==> src/rtl/id_ex_stage_if.sv <==
// Bundle between the decode stage and the ID/EX register: decoded fields
// coming in from ID, registered copies going out to EX, and the hazard,
// halt and stall-count indications back to the front end and debug unit.
interface id_ex_stage_if #(
  parameter int NB_DATA      = 32,
  parameter int NB_OP        = 6,
  parameter int NB_FUNCT     = 6,
  parameter int NB_REG       = 5,
  parameter int N_REGDEST    = 2,
  parameter int NB_STALL_CNT = 16
);
  logic                    enable_i;
  logic                    flush_i;
  logic [NB_OP-1:0]        opcode_i;
  logic [NB_FUNCT-1:0]     funct_i;
  logic                    tipeI_i;
  logic [N_REGDEST-1:0]    regDest_signal_i;
  logic [5:0]              mem_signals_i;
  logic [2:0]              wb_signals_i;
  logic [NB_DATA-1:0]      dataA_i;
  logic [NB_DATA-1:0]      dataB_i;
  logic [NB_DATA-1:0]      immediate_i;
  logic [NB_DATA-1:0]      pc_i;
  logic [NB_REG-1:0]       rs_i;
  logic [NB_REG-1:0]       rt_i;
  logic [NB_REG-1:0]       rd_i;

  logic [NB_OP-1:0]        opcode_o;
  logic [NB_FUNCT-1:0]     funct_o;
  logic                    tipeI_o;
  logic [N_REGDEST-1:0]    regDest_signal_o;
  logic [5:0]              mem_signals_o;
  logic [2:0]              wb_signals_o;
  logic [NB_DATA-1:0]      dataA_o;
  logic [NB_DATA-1:0]      dataB_o;
  logic [NB_DATA-1:0]      immediate_o;
  logic [NB_DATA-1:0]      pc_o;
  logic [NB_REG-1:0]       rs_o;
  logic [NB_REG-1:0]       rt_o;
  logic [NB_REG-1:0]       rd_o;
  logic                    stall_o;
  logic                    halt_o;
  logic [NB_STALL_CNT-1:0] stall_cnt_o;

  // Decode side: drives the ID fields, observes the stage outputs
  modport master (
    output enable_i, flush_i, opcode_i, funct_i, tipeI_i, regDest_signal_i,
           mem_signals_i, wb_signals_i, dataA_i, dataB_i, immediate_i, pc_i,
           rs_i, rt_i, rd_i,
    input  opcode_o, funct_o, tipeI_o, regDest_signal_o, mem_signals_o,
           wb_signals_o, dataA_o, dataB_o, immediate_o, pc_o, rs_o, rt_o,
           rd_o, stall_o, halt_o, stall_cnt_o
  );

  // Pipeline register side: consumes the ID fields, produces the EX copies
  modport slave (
    input  enable_i, flush_i, opcode_i, funct_i, tipeI_i, regDest_signal_i,
           mem_signals_i, wb_signals_i, dataA_i, dataB_i, immediate_i, pc_i,
           rs_i, rt_i, rd_i,
    output opcode_o, funct_o, tipeI_o, regDest_signal_o, mem_signals_o,
           wb_signals_o, dataA_o, dataB_o, immediate_o, pc_o, rs_o, rt_o,
           rd_o, stall_o, halt_o, stall_cnt_o
  );
endinterface

==> src/rtl/id_ex_stage.sv <==
// ID/EX pipeline register of the MIPS core. Registers the decoded bundle,
// detects load-use hazards against the instruction in EX and inserts a
// bubble, latches HALT and counts inserted bubbles for the debug unit.
module id_ex_stage #(
  parameter int NB_DATA      = 32,
  parameter int NB_OP        = 6,
  parameter int NB_FUNCT     = 6,
  parameter int NB_REG       = 5,
  parameter int N_REGDEST    = 2,
  parameter int NB_STALL_CNT = 16
) (
  input logic          clock,
  input logic          reset,
  id_ex_stage_if.slave id_bus
);

  localparam logic [NB_OP-1:0] OP_NOP  = NB_OP'(6'b111110);
  localparam logic [NB_OP-1:0] OP_HALT = NB_OP'(6'b111111);

  logic [NB_REG-1:0] dest_ex;
  logic              dest_valid;
  logic              rt_is_src;
  logic              hazard;
  logic              advance;

  // Register the instruction in EX will write, if its regDest names one
  always_comb begin
    dest_ex    = '0;
    dest_valid = 1'b0;
    case (id_bus.regDest_signal_o)
      2'b00: begin
        dest_ex    = id_bus.rt_o;
        dest_valid = 1'b1;
      end
      2'b01: begin
        dest_ex    = id_bus.rd_o;
        dest_valid = 1'b1;
      end
      2'b10: begin
        dest_ex    = NB_REG'(31);
        dest_valid = 1'b1;
      end
      default: begin
        dest_ex    = '0;
        dest_valid = 1'b0;
      end
    endcase
  end

  // A load in EX whose result the ID instruction reads must wait one cycle;
  // rt only counts as a source for R-type and store instructions
  always_comb begin
    rt_is_src = !id_bus.tipeI_i || (id_bus.opcode_i[NB_OP-1 -: 3] == 3'b101);
    hazard    = id_bus.mem_signals_o[4] && id_bus.wb_signals_o[2] &&
                dest_valid && (dest_ex != '0) &&
                ((dest_ex == id_bus.rs_i) ||
                 (rt_is_src && (dest_ex == id_bus.rt_i)));
  end

  assign advance        = id_bus.enable_i && !id_bus.halt_o;
  assign id_bus.stall_o = hazard && advance;

  // Pipeline register: reset and bubbles load a NOP, otherwise take ID
  always_ff @(posedge clock) begin
    if (!reset || (advance && (id_bus.flush_i || hazard))) begin
      id_bus.opcode_o         <= OP_NOP;
      id_bus.funct_o          <= {NB_FUNCT{1'b0}};
      id_bus.tipeI_o          <= 1'b0;
      id_bus.regDest_signal_o <= {N_REGDEST{1'b0}};
      id_bus.mem_signals_o    <= 6'b0;
      id_bus.wb_signals_o     <= 3'b0;
      id_bus.dataA_o          <= {NB_DATA{1'b0}};
      id_bus.dataB_o          <= {NB_DATA{1'b0}};
      id_bus.immediate_o      <= {NB_DATA{1'b0}};
      id_bus.pc_o             <= {NB_DATA{1'b0}};
      id_bus.rs_o             <= {NB_REG{1'b0}};
      id_bus.rt_o             <= {NB_REG{1'b0}};
      id_bus.rd_o             <= {NB_REG{1'b0}};
    end else if (advance) begin
      id_bus.opcode_o         <= id_bus.opcode_i;
      id_bus.funct_o          <= id_bus.funct_i;
      id_bus.tipeI_o          <= id_bus.tipeI_i;
      id_bus.regDest_signal_o <= id_bus.regDest_signal_i;
      id_bus.mem_signals_o    <= id_bus.mem_signals_i;
      id_bus.wb_signals_o     <= id_bus.wb_signals_i;
      id_bus.dataA_o          <= id_bus.dataA_i;
      id_bus.dataB_o          <= id_bus.dataB_i;
      id_bus.immediate_o      <= id_bus.immediate_i;
      id_bus.pc_o             <= id_bus.pc_i;
      id_bus.rs_o             <= id_bus.rs_i;
      id_bus.rt_o             <= id_bus.rt_i;
      id_bus.rd_o             <= id_bus.rd_i;
    end
  end

  // HALT sticks from the edge that loads it until the next reset
  always_ff @(posedge clock) begin
    if (!reset) begin
      id_bus.halt_o <= 1'b0;
    end else if (advance && !id_bus.flush_i && !hazard &&
                 (id_bus.opcode_i == OP_HALT)) begin
      id_bus.halt_o <= 1'b1;
    end
  end

  // Count hazard bubbles only (flushes are not stalls), saturating
  always_ff @(posedge clock) begin
    if (!reset) begin
      id_bus.stall_cnt_o <= {NB_STALL_CNT{1'b0}};
    end else if (advance && !id_bus.flush_i && hazard &&
                 (id_bus.stall_cnt_o != {NB_STALL_CNT{1'b1}})) begin
      id_bus.stall_cnt_o <= id_bus.stall_cnt_o + NB_STALL_CNT'(1);
    end
  end

endmodule

==> src/flat_wrapper.sv <==
// flat-port wrapper written by rule: the top's interface ports become plain ports
module id_ex_stage_flat 
#(
  parameter int NB_DATA      = 32,
  parameter int NB_OP        = 6,
  parameter int NB_FUNCT     = 6,
  parameter int NB_REG       = 5,
  parameter int N_REGDEST    = 2,
  parameter int NB_STALL_CNT = 16
)
  (clock, reset, id_bus_enable_i, id_bus_flush_i, id_bus_opcode_i, id_bus_funct_i, id_bus_tipeI_i, id_bus_regDest_signal_i, id_bus_mem_signals_i, id_bus_wb_signals_i, id_bus_dataA_i, id_bus_dataB_i, id_bus_immediate_i, id_bus_pc_i, id_bus_rs_i, id_bus_rt_i, id_bus_rd_i, id_bus_opcode_o, id_bus_funct_o, id_bus_tipeI_o, id_bus_regDest_signal_o, id_bus_mem_signals_o, id_bus_wb_signals_o, id_bus_dataA_o, id_bus_dataB_o, id_bus_immediate_o, id_bus_pc_o, id_bus_rs_o, id_bus_rt_o, id_bus_rd_o, id_bus_stall_o, id_bus_halt_o, id_bus_stall_cnt_o);
  id_ex_stage_if #(.NB_DATA(NB_DATA), .NB_OP(NB_OP), .NB_FUNCT(NB_FUNCT), .NB_REG(NB_REG), .N_REGDEST(N_REGDEST), .NB_STALL_CNT(NB_STALL_CNT)) id_bus_i ();
  input logic clock;
  input logic reset;
  input wire logic [$bits(id_bus_i.enable_i)-1:0] id_bus_enable_i;
  input wire logic [$bits(id_bus_i.flush_i)-1:0] id_bus_flush_i;
  input wire logic [$bits(id_bus_i.opcode_i)-1:0] id_bus_opcode_i;
  input wire logic [$bits(id_bus_i.funct_i)-1:0] id_bus_funct_i;
  input wire logic [$bits(id_bus_i.tipeI_i)-1:0] id_bus_tipeI_i;
  input wire logic [$bits(id_bus_i.regDest_signal_i)-1:0] id_bus_regDest_signal_i;
  input wire logic [$bits(id_bus_i.mem_signals_i)-1:0] id_bus_mem_signals_i;
  input wire logic [$bits(id_bus_i.wb_signals_i)-1:0] id_bus_wb_signals_i;
  input wire logic [$bits(id_bus_i.dataA_i)-1:0] id_bus_dataA_i;
  input wire logic [$bits(id_bus_i.dataB_i)-1:0] id_bus_dataB_i;
  input wire logic [$bits(id_bus_i.immediate_i)-1:0] id_bus_immediate_i;
  input wire logic [$bits(id_bus_i.pc_i)-1:0] id_bus_pc_i;
  input wire logic [$bits(id_bus_i.rs_i)-1:0] id_bus_rs_i;
  input wire logic [$bits(id_bus_i.rt_i)-1:0] id_bus_rt_i;
  input wire logic [$bits(id_bus_i.rd_i)-1:0] id_bus_rd_i;
  output wire logic [$bits(id_bus_i.opcode_o)-1:0] id_bus_opcode_o;
  output wire logic [$bits(id_bus_i.funct_o)-1:0] id_bus_funct_o;
  output wire logic [$bits(id_bus_i.tipeI_o)-1:0] id_bus_tipeI_o;
  output wire logic [$bits(id_bus_i.regDest_signal_o)-1:0] id_bus_regDest_signal_o;
  output wire logic [$bits(id_bus_i.mem_signals_o)-1:0] id_bus_mem_signals_o;
  output wire logic [$bits(id_bus_i.wb_signals_o)-1:0] id_bus_wb_signals_o;
  output wire logic [$bits(id_bus_i.dataA_o)-1:0] id_bus_dataA_o;
  output wire logic [$bits(id_bus_i.dataB_o)-1:0] id_bus_dataB_o;
  output wire logic [$bits(id_bus_i.immediate_o)-1:0] id_bus_immediate_o;
  output wire logic [$bits(id_bus_i.pc_o)-1:0] id_bus_pc_o;
  output wire logic [$bits(id_bus_i.rs_o)-1:0] id_bus_rs_o;
  output wire logic [$bits(id_bus_i.rt_o)-1:0] id_bus_rt_o;
  output wire logic [$bits(id_bus_i.rd_o)-1:0] id_bus_rd_o;
  output wire logic [$bits(id_bus_i.stall_o)-1:0] id_bus_stall_o;
  output wire logic [$bits(id_bus_i.halt_o)-1:0] id_bus_halt_o;
  output wire logic [$bits(id_bus_i.stall_cnt_o)-1:0] id_bus_stall_cnt_o;
  assign id_bus_i.enable_i = id_bus_enable_i;
  assign id_bus_i.flush_i = id_bus_flush_i;
  assign id_bus_i.opcode_i = id_bus_opcode_i;
  assign id_bus_i.funct_i = id_bus_funct_i;
  assign id_bus_i.tipeI_i = id_bus_tipeI_i;
  assign id_bus_i.regDest_signal_i = id_bus_regDest_signal_i;
  assign id_bus_i.mem_signals_i = id_bus_mem_signals_i;
  assign id_bus_i.wb_signals_i = id_bus_wb_signals_i;
  assign id_bus_i.dataA_i = id_bus_dataA_i;
  assign id_bus_i.dataB_i = id_bus_dataB_i;
  assign id_bus_i.immediate_i = id_bus_immediate_i;
  assign id_bus_i.pc_i = id_bus_pc_i;
  assign id_bus_i.rs_i = id_bus_rs_i;
  assign id_bus_i.rt_i = id_bus_rt_i;
  assign id_bus_i.rd_i = id_bus_rd_i;
  assign id_bus_opcode_o = id_bus_i.opcode_o;
  assign id_bus_funct_o = id_bus_i.funct_o;
  assign id_bus_tipeI_o = id_bus_i.tipeI_o;
  assign id_bus_regDest_signal_o = id_bus_i.regDest_signal_o;
  assign id_bus_mem_signals_o = id_bus_i.mem_signals_o;
  assign id_bus_wb_signals_o = id_bus_i.wb_signals_o;
  assign id_bus_dataA_o = id_bus_i.dataA_o;
  assign id_bus_dataB_o = id_bus_i.dataB_o;
  assign id_bus_immediate_o = id_bus_i.immediate_o;
  assign id_bus_pc_o = id_bus_i.pc_o;
  assign id_bus_rs_o = id_bus_i.rs_o;
  assign id_bus_rt_o = id_bus_i.rt_o;
  assign id_bus_rd_o = id_bus_i.rd_o;
  assign id_bus_stall_o = id_bus_i.stall_o;
  assign id_bus_halt_o = id_bus_i.halt_o;
  assign id_bus_stall_cnt_o = id_bus_i.stall_cnt_o;
  id_ex_stage #(.NB_DATA(NB_DATA), .NB_OP(NB_OP), .NB_FUNCT(NB_FUNCT), .NB_REG(NB_REG), .N_REGDEST(N_REGDEST), .NB_STALL_CNT(NB_STALL_CNT)) u_core (.clock(clock), .reset(reset), .id_bus(id_bus_i));
endmodule
==> config.mk <==
export PLATFORM = sky130hd
export DESIGN_NAME = id_ex_stage_flat
export DESIGN_NICKNAME = d
export VERILOG_FILES = /design/src/rtl/id_ex_stage_if.sv /design/src/rtl/id_ex_stage.sv /design/src/flat_wrapper.sv
export SDC_FILE = /design/constraint.sdc
export NUM_CORES = 1
export LEC_CHECK = 0
export ABC_CLOCK_PERIOD_IN_PS = 3450
export CORE_MARGIN = 1.5
export CORE_UTILIZATION = 35
export CTS_CLUSTER_SIZE = 25
export DETAILED_ROUTE_END_ITERATION = 7
export GPL_ROUTABILITY_DRIVEN = 0
export PLACE_DENSITY = 0.74
export SLEW_MARGIN = 20
export SYNTH_ARGS = -nofsm -noshare
export SYNTH_HDL_FRONTEND = slang
export SYNTH_SLANG_ARGS = --single-unit
export TNS_END_PERCENT = 30
==> constraint.sdc <==
create_clock -name clock -period 3.45 [get_ports clock]
set_input_delay 0.5175 -clock clock [delete_from_list [all_inputs] [get_ports clock]]
set_output_delay 0.5175 -clock clock [all_outputs]
set_load 0.01 [all_outputs]
==> results of run 1 <==
-- kinds of logic after synthesis --
| family | count (synthesis) | synth area share |
|---|---|---|
| mux | 5 | 0.00799 |
| buf+inv | 47 | 0.0439 |
| simple gates | 77 | 0.0685 |
| compound gates | 206 | 0.276 |
| flops | 184 | 0.588 |
| fa+ha+maj | 1 | 0.00200 |
| xor+xnor | 10 | 0.0140 |
-- synth_stat cells (all sizes together), types with 3 or more instances --
cell / instances
dfxtp: 184
a22o: 161
buf: 22
clkbuf: 22
nand2: 16
a21oi: 15
nand2b: 11
nand3: 11
nor3: 11
o31ai: 10
xnor2: 10
or4: 8
o22a: 6
mux2i: 5
nand4: 4
nor2: 4
o21ai: 4
nor4: 3
-- worst min-delay path by stage --
stage,from,to,slack (ns),cells after the start
global placement,u_core.id_bus.rs_o[1],u_core.id_bus.rs_o[1],0.44,2
CTS,u_core.id_bus.rs_o[1],u_core.id_bus.rs_o[1],0.47,2
detailed placement,u_core.id_bus.rs_o[1],u_core.id_bus.rs_o[1],0.45,2
floorplan,u_core.id_bus.halt_o,u_core.id_bus.halt_o,0.48,2
global route,u_core.id_bus.rs_o[3],u_core.id_bus.rs_o[3],0.49,1
finish,u_core.id_bus.rs_o[1],u_core.id_bus.rs_o[1],0.46,2
-- placed cells by master (no fill, tap or decap), types with 2 or more instances in the layout --
master / Yosys / layout
o21ai_0: 4 / 4
nor2_1: 4 / 4
and3_1: 2 / 2
nand2b_1: 11 / 11
nor3_1: 9 / 9
a22o_1: 161 / 161
dfxtp_1: 184 / 184
clkinvlp_4: 0 / 3
clkbuf_16: 0 / 17
nand2_1: 16 / 16
buf_12: 0 / 5
nor4_1: 3 / 3
o31ai_1: 10 / 10
a21oi_1: 13 / 13
buf_4: 1 / 5
mux2i_1: 5 / 5
clkbuf_1: 22 / 2
clkdlybuf4s50_1: 0 / 355
or4_1: 8 / 8
o22a_1: 6 / 6
nand4_1: 4 / 4
inv_6: 0 / 3
nor3_2: 2 / 2
and4_1: 2 / 2
nand3_1: 11 / 11
inv_8: 0 / 4
inv_1: 2 / 2
a21oi_2: 2 / 2
xnor2_1: 10 / 10
bufinv_16: 0 / 3
-- sequential cells by signal, summed over array words and instances (netlist names) --
name / flops
u_core.id_bus.wb_signals_o: 3
u_core.id_bus.regDest_signal_o: 2
u_core.id_bus.funct_o: 6
u_core.id_bus.pc_o: 32
u_core.id_bus.opcode_o: 6
u_core.id_bus.rt_o: 5
u_core.id_bus.rs_o: 5
u_core.id_bus.dataB_o: 32
u_core.id_bus.mem_signals_o: 6
u_core.id_bus.halt_o: 1
u_core.id_bus.rd_o: 5
u_core.id_bus.immediate_o: 32
u_core.id_bus.tipeI_o: 1
u_core.id_bus.dataA_o: 32
u_core.id_bus.stall_cnt_o: 16
-- layout make-up --
cell class                      count  area (µm²)
Clock inverter                     13         184
Inverter                            3        11.3
Timing Repair Buffer              365        3690
Sequential cell                   184        3680
Tap cell                          225         282
Fill cell                        1441        6810
Multi-Input combinational cell    299        2320
Clock buffer                       19         433
-- where the power goes --
| part | switching, µW | internal (µW) |
|---|---|---|
| Clock | 876 | 1170 |
| Sequential | 47.0 | 2200 |
| Combinational | 213 | 377 |
-- tightest hold or removal path, cell delays in order (launching register included) --
cell     delay, ns
dfxtp_1       0.33
nand2_1       0.04
o21ai_0       0.05
-- through the flow --
stage / utilization / hold WS [ns]
floorplan: - / 0.485
global placement: 0.574 / 0.443
detailed placement: 0.574 / 0.454
CTS: 0.609 / 0.469
global route: 0.609 / 0.492
finish: 0.609 / 0.457
-- metal layers --
metal | vias up | wire [µm]
li1 | 2723 | -
met1 | 2629 | 7890
met2 | 238 | 8990
met3 | 17 | 1900
met4 | 0 | 256
met5 | - | 0
==> flow_metrics.env, run 1 <==
export IMPL_run_status="complete, no violations"
export IMPL_synth_edf_count=0
export IMPL_crit_path_frequent_cell="nor3_1"
export IMPL_antenna_found_initial=0
export IMPL_cts_buffers=17
export IMPL_relSlewSlack=0.658
export IMPL_drv_slew=0
export IMPL_firstDrtPassIters=5
export IMPL_finClkSkew_ns=0.0128
export IMPL_vias=5607
export IMPL_yosysTopAreaCellShare=0.588
export IMPL_path_class="reg -> out"
export IMPL_worstReg2RegEnd="u_core.id_bus.immediate_o[28]"
export IMPL_ys_seq_elements=184
export IMPL_track_usage=0.190
export IMPL_clock_path_buffers=2
export IMPL_routed_wl_mm=19.0
export IMPL_power_uw=4880
export IMPL_num_rows=48
export IMPL_dp_hpwl_mm=13.7
export IMPL_max_stage_delay_ns=0.64
export IMPL_numPortBuffers=355
export IMPL_crit_family="compound AO/OA/AOI/OAI gates"
export IMPL_areaGrowthSynthToFinish_pct=69.3
export IMPL_r2r_cells=7
export IMPL_setup_ws_ns=0.116
export IMPL_postSynthAreaPerCell_um2=11.8
export IMPL_fp_dieArea_um2=18700
export IMPL_fmax_mhz=300
export IMPL_ir_drop_uv=315
export IMPL_syn_cell_area_um2=6260
export IMPL_hp_class="reg -> reg"
export IMPL_ys_seq_area_frac=0.588
export IMPL_ys_flop_type="dfxtp_1"
export IMPL_overflow=0
export IMPL_die_w_um=137
export IMPL_clock_latency_ns=0.42
export IMPL_worstReg2RegStart="u_core.id_bus.regDest_signal_o[0]"
export IMPL_rsz0062_at_grt="false"
export IMPL_fin_cells=1108
export IMPL_synthesis_yosys_warnings=0
export IMPL_dpl_cell_count=1076
export IMPL_power_density_nw_per_um2=460
export IMPL_path_clk_slew_ns=0.07
export IMPL_synth_cell_types=41
export IMPL_drive_gt1_frac=0.0555
export IMPL_htreeDepth=4
export IMPL_grt_busiest_layer="met2"
export IMPL_startpoint="u_core.id_bus.regDest_signal_o[0]"
export IMPL_place_ws_ns=0.547
export IMPL_maxCapViolCount=0
export IMPL_worstPathMaxFanout=13
export IMPL_tightest_slew_ns=0.513
export IMPL_synthTopCellsByArea="dfxtp_1 (59%), a22o_1 (23%), buf_6 (2.0%)"
export IMPL_clock_sinks=184
export IMPL_dr_first_iter_drc_count=255
export IMPL_cts_resized=0
export IMPL_die_h_um=137
export IMPL_hold_viol_final=0
export IMPL_synthArstFlopShare=0
export IMPL_cts_tree="built"
export IMPL_initial_core_util=0.360
export IMPL_root_buffer="clkbuf_16"
export IMPL_grt_max_degree=93
export IMPL_grt_pass1_vias=5230
export IMPL_setup_viol=0
export IMPL_syn_inst=530
export IMPL_cp_cell_sequence="nor3_1 > a21oi_1 > xnor2_1 > o2111ai_1 > o22a_1 > nor3_1 > clkdlybuf4s50_1"
export IMPL_critPathLaunchType="register"
export IMPL_syn_num_nets=702
export IMPL_setup_tns_ns=0
export IMPL_met2_usage=0.310
export IMPL_cts_setup_buffers=0
export IMPL_p_leak_uw=0.00394
export IMPL_met1_usage=0.229
export IMPL_worst_path_max_delay_cell="dfxtp_1"
export IMPL_ios=356
export IMPL_crit_required_ns=2.93
export IMPL_core_area_um2=17400
export IMPL_gr_usage_met3=0.0752
export IMPL_hold_buffers=0
export IMPL_crit_buf_inv=1
export IMPL_grt_pass1_wl_mm=27.9
export IMPL_drtAntennaViolNets=0
export IMPL_place_area_um2=9990
export IMPL_worst_path_stages=7
export IMPL_critPathArrivalTime_ns=2.82
export IMPL_wl_per_cell_um=17.2
export IMPL_drc_errors=0
export IMPL_timing_final_crit_share=0.966
export IMPL_period_minus_slack_ns=3.33
export IMPL_synth_area_leader_cell="dfxtp_1"
export IMPL_nets=1042
export IMPL_viasPerCell=5.06
export IMPL_r2r_slack_ns=0.79
export IMPL_endpoint="id_bus_stall_o"
export IMPL_diodes=0
export IMPL_design_area_um2=10600
export IMPL_endpoint_kind="output pin"
Note: power is estimated with default switching activity, not from simulation.
==> inputs of run 2 (changes only) <==
--- a/config.mk
+++ b/config.mk
@@ -6,12 +6,12 @@
 export NUM_CORES = 1
 export LEC_CHECK = 0
 export ABC_CLOCK_PERIOD_IN_PS = 3450
-export CORE_MARGIN = 1.5
-export CORE_UTILIZATION = 35
+export CORE_AREA = 2 2 139 141
 export CTS_CLUSTER_SIZE = 25
 export DETAILED_ROUTE_END_ITERATION = 7
+export DIE_AREA = 0 0 141 143
 export GPL_ROUTABILITY_DRIVEN = 0
-export PLACE_DENSITY = 0.74
+export PLACE_DENSITY = 0.72
 export SLEW_MARGIN = 20
 export SYNTH_ARGS = -nofsm -noshare
 export SYNTH_HDL_FRONTEND = slang
==> flow_metrics.env, run 2 (same netlist as run 1, synthesis figures left out) <==
export IMPL_firstDrtPassIters=5
export IMPL_root_buffer="clkbuf_16"
export IMPL_areaGrowthSynthToFinish_pct=69.2
export IMPL_crit_required_ns=2.93
export IMPL_cts_resized=0
export IMPL_fmax_mhz=321
export IMPL_core_area_um2=18600
export IMPL_netSwitchingPower_uw=1210
export IMPL_track_usage=0.186
export IMPL_drtAntennaViolNets=0
export IMPL_grt_pass1_vias=5298
export IMPL_power_density_nw_per_um2=458
export IMPL_viasPerCell=5.02
export IMPL_htreeDepth=4
export IMPL_comb_power_share=0.121
export IMPL_hold_buffers=0
export IMPL_clock_sinks=184
export IMPL_antenna_found_initial=0
export IMPL_place_ws_ns=0.447
export IMPL_worstPathMaxFanout=16
export IMPL_initial_core_util=0.337
export IMPL_hp_class="reg -> reg"
export IMPL_max_stage_delay_ns=0.59
export IMPL_final_common_cell="clkdlybuf4s50_1"
export IMPL_clock_latency_ns=0.43
export IMPL_clock_path_buffers=2
export IMPL_critPathArrivalTime_ns=2.60
export IMPL_nets=1040
export IMPL_setup_viol=0
export IMPL_setup_ws_ns=0.336
export IMPL_ir_drop_uv=260
export IMPL_drc_errors=0
export IMPL_path_class="reg -> out"
export IMPL_final_cell_mix="clkdlybuf4s50_1 (355), dfxtp_1 (182), a22o_1 (161)"
export IMPL_p_leak_uw=0.00393
export IMPL_crit_path_frequent_cell="nor3_1"
export IMPL_num_rows=50
export IMPL_grt_pass1_wl_mm=29.5
export IMPL_drv_slew=0
export IMPL_period_minus_slack_ns=3.11
export IMPL_setup_tns_ns=0
export IMPL_cp_cell_sequence="nor3_1 > a21oi_1 > xnor2_1 > nand4_1 > o22a_1 > nor3_1 > clkdlybuf4s50_1"
export IMPL_vias=5594
export IMPL_relSlewSlack=0.478
export IMPL_hold_viol_final=0
export IMPL_run_status="complete, no violations"
export IMPL_pwr_share_seq=0.463
export IMPL_finClkSkew_ns=0.0133
export IMPL_tightest_slew_ns=0.782
export IMPL_critPathLaunchType="register"
export IMPL_routed_wl_mm=19.6
export IMPL_cts_tree="built"
export IMPL_dr_first_iter_drc_count=262
export IMPL_overflow=0
export IMPL_wl_per_cell_um=17.6
export IMPL_cts_setup_buffers=0
export IMPL_numPortBuffers=355
export IMPL_diodes=0
export IMPL_dp_hpwl_mm=14.0
export IMPL_p_sw_frac=0.250
export IMPL_path_clk_slew_ns=0.07
export IMPL_internal_power_uw=3640
export IMPL_worst_path_max_delay_cell="clkdlybuf4s50_1"
export IMPL_drive_gt1_frac=0.0579
export IMPL_die_w_um=141
export IMPL_grt_max_degree=92
export IMPL_maxCapViolCount=0
export IMPL_endpoint_kind="output pin"
export IMPL_timing_final_crit_share=0.903
export IMPL_ios=356
export IMPL_fp_dieArea_um2=20200
export IMPL_clockPowerShare=0.416
export IMPL_rsz0062_at_grt="false"
export IMPL_cts_buffers=17
export IMPL_die_h_um=143
run 2: layout make-up:
type                    count  area, µm²
well taps                 234        293
fillers                  1637       7980
multi-input cells         299       2320
clock buffers              18        439
clock inverters            14        185
repair buffers            363       3660
flip-flops and latches    184       3690
inverters                   3       11.3
run 2: worst paths after layout:
kind	slack, ns	endpoint	cells past startpoint	start
worst max-delay path	0.34	id_bus_stall_o	7	u_core.id_bus.regDest_signal_o[0]
worst min-delay path	0.47	u_core.id_bus.rs_o[1]	2	u_core.id_bus.rs_o[1]
worst max register to register	0.85	u_core.id_bus.immediate_o[20]	9	u_core.id_bus.regDest_signal_o[0]
worst min register to register	0.47	u_core.id_bus.rs_o[1]	2	u_core.id_bus.rs_o[1]
run 2: power groups by stage:
stage          Combinational [µW]  Clock, µW  Sequential, µW
6_report                      588       2020            2250
2_1_floorplan                 167          0            2330
5_1_grt                       628       2170            2260
4_1_cts                       594       2080            2250
3_5_place_dp                  592          0            2290
3_3_place_gp                  587          0            2290
run 2: routing by layer:
layer / routed length [µm] / GRT usage / part of all wire / vias up
li1: - / - / - / 2716
met1: 8000 / 0.225 / 0.41 / 2612
met2: 9530 / 0.303 / 0.49 / 231
met3: 1650 / 0.0691 / 0.084 / 35
met4: 458 / 0.0726 / 0.023 / 0
met5: 0 / 0 / 0 / -
run 2: critical path, delay by kind of cell (launching register included):
| family | cells | cell delay, ns |
|---|---|---|
| buf+inv | 1 | 0.59 |
| xor+xnor | 1 | 0.15 |
| simple gates | 3 | 0.39 |
| compound gates | 2 | 0.51 |
| flops | 1 | 0.52 |
run 2: through the flow:
| stage | power (µW) | hold WS (ns) | std cells | area (µm²) | util |
|---|---|---|---|---|---|
| 2_1_floorplan | 2490 | 0.485 | 530 | 6260 | - |
| 3_3_place_gp | 2880 | 0.443 | 1083 | 9970 | 0.537 |
| 3_5_place_dp | 2890 | 0.449 | 1083 | 9970 | 0.537 |
| 4_1_cts | 4920 | 0.466 | 1115 | 10600 | 0.570 |
| 5_1_grt | 5060 | 0.476 | 1115 | 10600 | 0.571 |
| 6_report | 4850 | 0.465 | 1115 | 10600 | 0.571 |
